<file path="src/rtl/arty_boot_seq.sv">
// arty_boot_seq: holds the PULPino SoC in reset until MMCM lock is stable, then releases it and gates fetch enable.
module arty_boot_seq #(
  parameter int LOCK_WAIT_CYCLES = 1024,
  parameter int RST_HOLD_CYCLES  = 256,
  parameter int FETCH_DELAY      = 16,
  parameter int DEBOUNCE_CYCLES  = 500000,
  parameter bit AUTO_FETCH       = 1'b0
) (
  input  logic       clk,
  input  logic       rst,
  input  logic       pll_locked_i,
  input  logic       fetch_btn_i,
  output logic       soc_rst_n_o,
  output logic       fetch_enable_o,
  output logic [1:0] boot_state_o
);
  localparam int LW = $clog2(LOCK_WAIT_CYCLES + 1);
  localparam int HW = $clog2(RST_HOLD_CYCLES + 1);
  localparam int RW = $clog2(FETCH_DELAY + 1);
  localparam int DW = $clog2(DEBOUNCE_CYCLES + 1);
  localparam logic [LW-1:0] LOCK_LAST = LW'(LOCK_WAIT_CYCLES - 1);
  localparam logic [HW-1:0] HOLD_LAST = HW'(RST_HOLD_CYCLES - 1);
  localparam logic [RW-1:0] RUN_MAX   = RW'(FETCH_DELAY);
  localparam logic [DW-1:0] DB_LAST   = DW'(DEBOUNCE_CYCLES - 1);

  typedef enum logic [1:0] {RESET, WAIT_LOCK, HOLD, RUN} state_t;

  state_t        state, state_nx;
  logic [1:0]    lock_sync, btn_sync;
  logic          lock, btn;
  logic [LW-1:0] lock_cnt;
  logic [HW-1:0] hold_cnt;
  logic [RW-1:0] run_cnt, run_nx;
  logic [DW-1:0] db_cnt;
  logic          btn_db, btn_db_q, fetch_req, fetch_req_nx;

  assign lock = lock_sync[1];
  assign btn = btn_sync[1];
  assign boot_state_o = state;

  always_comb begin
    state_nx = (state == RESET || !lock) ? WAIT_LOCK
             : state == WAIT_LOCK ? (lock_cnt == LOCK_LAST ? HOLD : WAIT_LOCK)
             : state == HOLD ? (hold_cnt == HOLD_LAST ? RUN : HOLD)
             : RUN;
    run_nx = (state == RUN && state_nx == RUN) ? (run_cnt == RUN_MAX ? run_cnt : run_cnt + 1'b1) : '0;
    // entering WAIT_LOCK beats a simultaneous debounced press
    fetch_req_nx = (state_nx == WAIT_LOCK && state != WAIT_LOCK) ? 1'b0 : fetch_req | (btn_db & ~btn_db_q);
  end

  always_ff @(posedge clk or posedge rst) begin
    if (rst) begin
      lock_sync      <= '0;
      btn_sync       <= '0;
      state          <= RESET;
      lock_cnt       <= '0;
      hold_cnt       <= '0;
      run_cnt        <= '0;
      db_cnt         <= '0;
      btn_db         <= 1'b0;
      btn_db_q       <= 1'b0;
      fetch_req      <= 1'b0;
      soc_rst_n_o    <= 1'b0;
      fetch_enable_o <= 1'b0;
    end else begin
      lock_sync      <= {lock_sync[0], pll_locked_i};
      btn_sync       <= {btn_sync[0], fetch_btn_i};
      state          <= state_nx;
      lock_cnt       <= (state == WAIT_LOCK && state_nx == WAIT_LOCK && lock) ? lock_cnt + 1'b1 : '0;
      hold_cnt       <= (state == HOLD && state_nx == HOLD) ? hold_cnt + 1'b1 : '0;
      run_cnt        <= run_nx;
      db_cnt         <= (btn == btn_db || db_cnt == DB_LAST) ? '0 : db_cnt + 1'b1;
      btn_db         <= (btn != btn_db && db_cnt == DB_LAST) ? btn : btn_db;
      btn_db_q       <= btn_db;
      fetch_req      <= fetch_req_nx;
      soc_rst_n_o    <= state_nx == RUN;
      fetch_enable_o <= state_nx == RUN && (fetch_enable_o || (run_nx == RUN_MAX && (AUTO_FETCH || fetch_req_nx)));
    end
  end
endmodule
</file>
<file path="config.mk">
export PLATFORM = sky130hd
export DESIGN_NAME = arty_boot_seq
export DESIGN_NICKNAME = d
export VERILOG_FILES = /design/src/rtl/arty_boot_seq.sv
export SDC_FILE = /design/constraint.sdc
export NUM_CORES = 1
export LEC_CHECK = 0
export ABC_AREA = 0
export BUFFER_PORTS_ARGS = -buffer_cell sky130_fd_sc_hd__buf_2
export CORE_MARGIN = 10
export CORE_UTILIZATION = 25
export DETAILED_ROUTE_END_ITERATION = 7
export REMOVE_ABC_BUFFERS = 1
export SLEW_MARGIN = 10
export SYNTH_ARGS = -nofsm -noshare
export SYNTH_HDL_FRONTEND = slang
export SYNTH_SLANG_ARGS = --single-unit
</file>
<file path="constraint.sdc">
create_clock -name clk -period 4.2 [get_ports clk]
set_clock_uncertainty 0.15 [all_clocks]
set_input_delay 0.42 -clock clk [delete_from_list [all_inputs] [get_ports clk]]
set_output_delay 0.42 -clock clk [all_outputs]
set_load 0.01 [all_outputs]
</file>
==> flow_summary.json <==
{
  "setup_tns_ns": 0,
  "crit_slowest_cell": "o21ai_4",
  "cp_slowest_stage_delay_ns": 0.48,
  "mostFrequentLayoutCells": "dfrtp_1, nor2_1, xor2_1",
  "synth_fa_ha_area_share_pct": 2.963,
  "powerDensity_mw_per_mm2": 328.3,
  "hold_viol": 0,
  "wl_mm": 4.152,
  "syn_area_mm2": 0.002534,
  "endpoint_kind": "register",
  "synth_area_per_cell_um2": 10.74,
  "synth-simple-area-share_pct": 24.20,
  "drv_slew": 0,
  "cp-startpoint": "db_cnt[0]$_DFF_PP0_",
  "syn-instance-count": 236,
  "viasPerCell": 4.312,
  "synth_compound_area_share_pct": 4.889,
  "post-dp-hpwl_mm": 2.830,
  "coreArea_mm2": 0.009819,
  "h-tree-depth": 2,
  "vias": 1647,
  "die_x_um": 120.7,
  "synth.area.mux_share_pct": 0.4444,
  "status": "finished clean",
  "worst_setup_path_start_kind": "register",
  "grt_usage_pct": 6.270,
  "rr_startpoint": "db_cnt[0]$_DFF_PP0_",
  "dr.pass1.iters": 4,
  "post-cts-setup-buffer-count": 0,
  "async_flop_share_pct": 100.0,
  "synth_largest_area_cell": "dfrtp_1",
  "max_slew_margin_pct": 53.92,
  "cp.required_ns": 4.23,
  "grt_overflow": 0,
  "gp_congestion": 0.7336,
  "clockBufferDepth": 2,
  "drive_above_1_share_pct": 11.24,
  "grt_pass1_wl_mm": 7.659,
  "fin_total_pwr_uw": 932.4,
  "cts_tree": "yes",
  "critPathMaxFanout": 18,
  "die_h_um": 120.7,
  "post-place-ws_ns": 2.223,
  "grt_max_degree": 56,
  "yosysSeqAreaShare_pct": 54.32,
  "cp_data_arrival_time_ns": 2.01,
  "ys_seq_elements": 55,
  "dp.cells": 374,
  "peakVddDrop_uv": 180.1,
  "synth_top_family_by_area": "simple AND/OR/NAND/NOR gates",
  "hold_buffers": 0,
  "synthToLayoutAreaGrowth_pct": 12.10,
  "min_period_over_period_pct": 47.08,
  "worst_slack_ns": 2.223,
  "antenna_found_initial": 0,
  "fin_nets": 258,
  "synth_top_area_share_pct": 54.32,
  "worst-path-buf-inv": 0,
  "cts-root-buf": "clkbuf_8",
  "cts_sinks": 55,
  "ios": 8,
  "synth_area_leaders": "dfrtp_1, nor2_1, xor2_1, xnor2_1, ha_1",
  "synthXorXnorAreaFrac_pct": 11.06,
  "setup_viol": 0,
  "cap_violations": 0,
  "yosys.cell_types.count": 38,
  "p_leak_uw": 0.001230,
  "portBuffers": 7,
  "grt_pass1_vias": 1696,
  "worst_slew_pin_slew_ns": 0.6912,
  "critPathKind": "register to register",
  "utilization_pct": 28.92,
  "rsz0062_at_grt": "false",
  "worstPathCellList": "ha_1, and4_4, nand4_2, o21ai_4, nor2_1",
  "antenna_left": 0,
  "drt_iter0_markers": 68,
  "hp-class": "input pin to register",
  "finalNonFillerCells": 382,
  "rows": 36,
  "crit_family": "simple AND/OR/NAND/NOR gates",
  "wl_per_cell_um": 10.87,
  "cts_buffers": 5,
  "drc_errors": 0,
  "max_freq_ghz": 0.5058,
  "synth-main-ff-cell": "dfrtp_1",
  "yosysWarningCount": 0,
  "clk_pin_slew_ns": 0.09,
  "initial_core_util_pct": 25.80,
  "antennaDiodeCount": 0,
  "ctsResizeCount": 0,
  "min_from": "pll_locked_i",
  "final_common_cell": "dfrtp_1",
  "die-area_mm2": 0.01456,
  "clock_latency_ns": 0.31,
  "synth_edf_count": 0,
  "finalCriticalPeriod_ns": 1.977
}
[cells by family after synthesis]
| family | after synthesis |
|---|---|
| xor+xnor | 32 |
| fa+ha+maj | 6 |
| flops | 55 |
| mux | 1 |
| buf+inv | 12 |
| simple gates | 114 |
| compound gates | 16 |
[state kept, by name (all words and copies together), names as in the netlist, 2 cells and up]
name / flops
boot_state_o: 2
run_cnt: 5
btn_sync: 2
db_cnt: 19
lock_sync: 2
lock_cnt: 11
hold_cnt: 9
[worst reg2reg max path, stage by stage (launching register included)]
cell and delay (ns):
dfrtp_1 0.39, ha_1 0.25, and4_4 0.30, nand4_2 0.18, o21ai_4 0.48, nor2_1 0.11
[layer usage]
layer  global-route usage (%)  vias to the layer above  routed length (µm)  share of wire (%)
met5                        0                        -                   0                  0
met3                    1.629                        6                 112                2.7
met4                    3.394                        0                 101                2.4
met1                    7.389                      796                2015                 49
met2                    10.23                       14                1922                 46
li1                         -                      831                   -                  -
[cell type report]
type | instances | area [µm²]
well taps | 133 | 166.4
flip-flops and latches | 55 | 1376
fillers | 1041 | 6979
multi-input cells | 169 | 1104
clock buffers | 6 | 82.58
clock inverters | 2 | 35.03
repair buffers | 8 | 42.54
inverters | 9 | 33.78
[path summary, 6_finish.rpt]
| check | endpoint | slack, ns | cells past startpoint |
|---|---|---|---|
| hold reg to reg | lock_sync[1]$_DFF_PP0_ | 0.20 | 0 |
| max in group asynchronous | lock_cnt[3]$_DFF_PP0_ | 3.30 | 3 |
| setup reg to reg | db_cnt[7]$_DFF_PP0_ | 2.22 | 5 |
| hold / removal | lock_sync[0]$_DFF_PP0_ | 0.06 | 1 |
| setup / recovery | db_cnt[7]$_DFF_PP0_ | 2.22 | 5 |
| min in group asynchronous | db_cnt[9]$_DFF_PP0_ | 0.12 | 3 |
[synthesized netlist by cell type (all sizes together) (2+ instances only)]
cell type  number
inv             9
nand4          12
nand3b          3
xor2           19
a21oi           6
ha              6
nor2           45
nor2b           2
and3            2
xnor2          13
buf             3
o21ai           3
nand3          15
nor4            5
nor3            4
nand2          11
a21boi          2
or3             2
dfrtp          55
and4            6
nand2b          3
[power by group]
part	total (µW)	switching, µW	internal (µW)
clock network	363	170	193
logic	27.6	20.2	7.38
registers	542	6.02	536
total	932	196	736
[per-stage QoR]
step | area [µm²] | hold WS (ns)
after detailed placement | 2723 | 0.1847
after global routing | 2840 | 0.04155
after CTS | 2840 | 0.04482
after global placement | 2723 | 0.1832
after floorplan | 2514 | 0.1812
final | 2840 | 0.06063
Note: power is estimated with default switching activity, not from simulation.
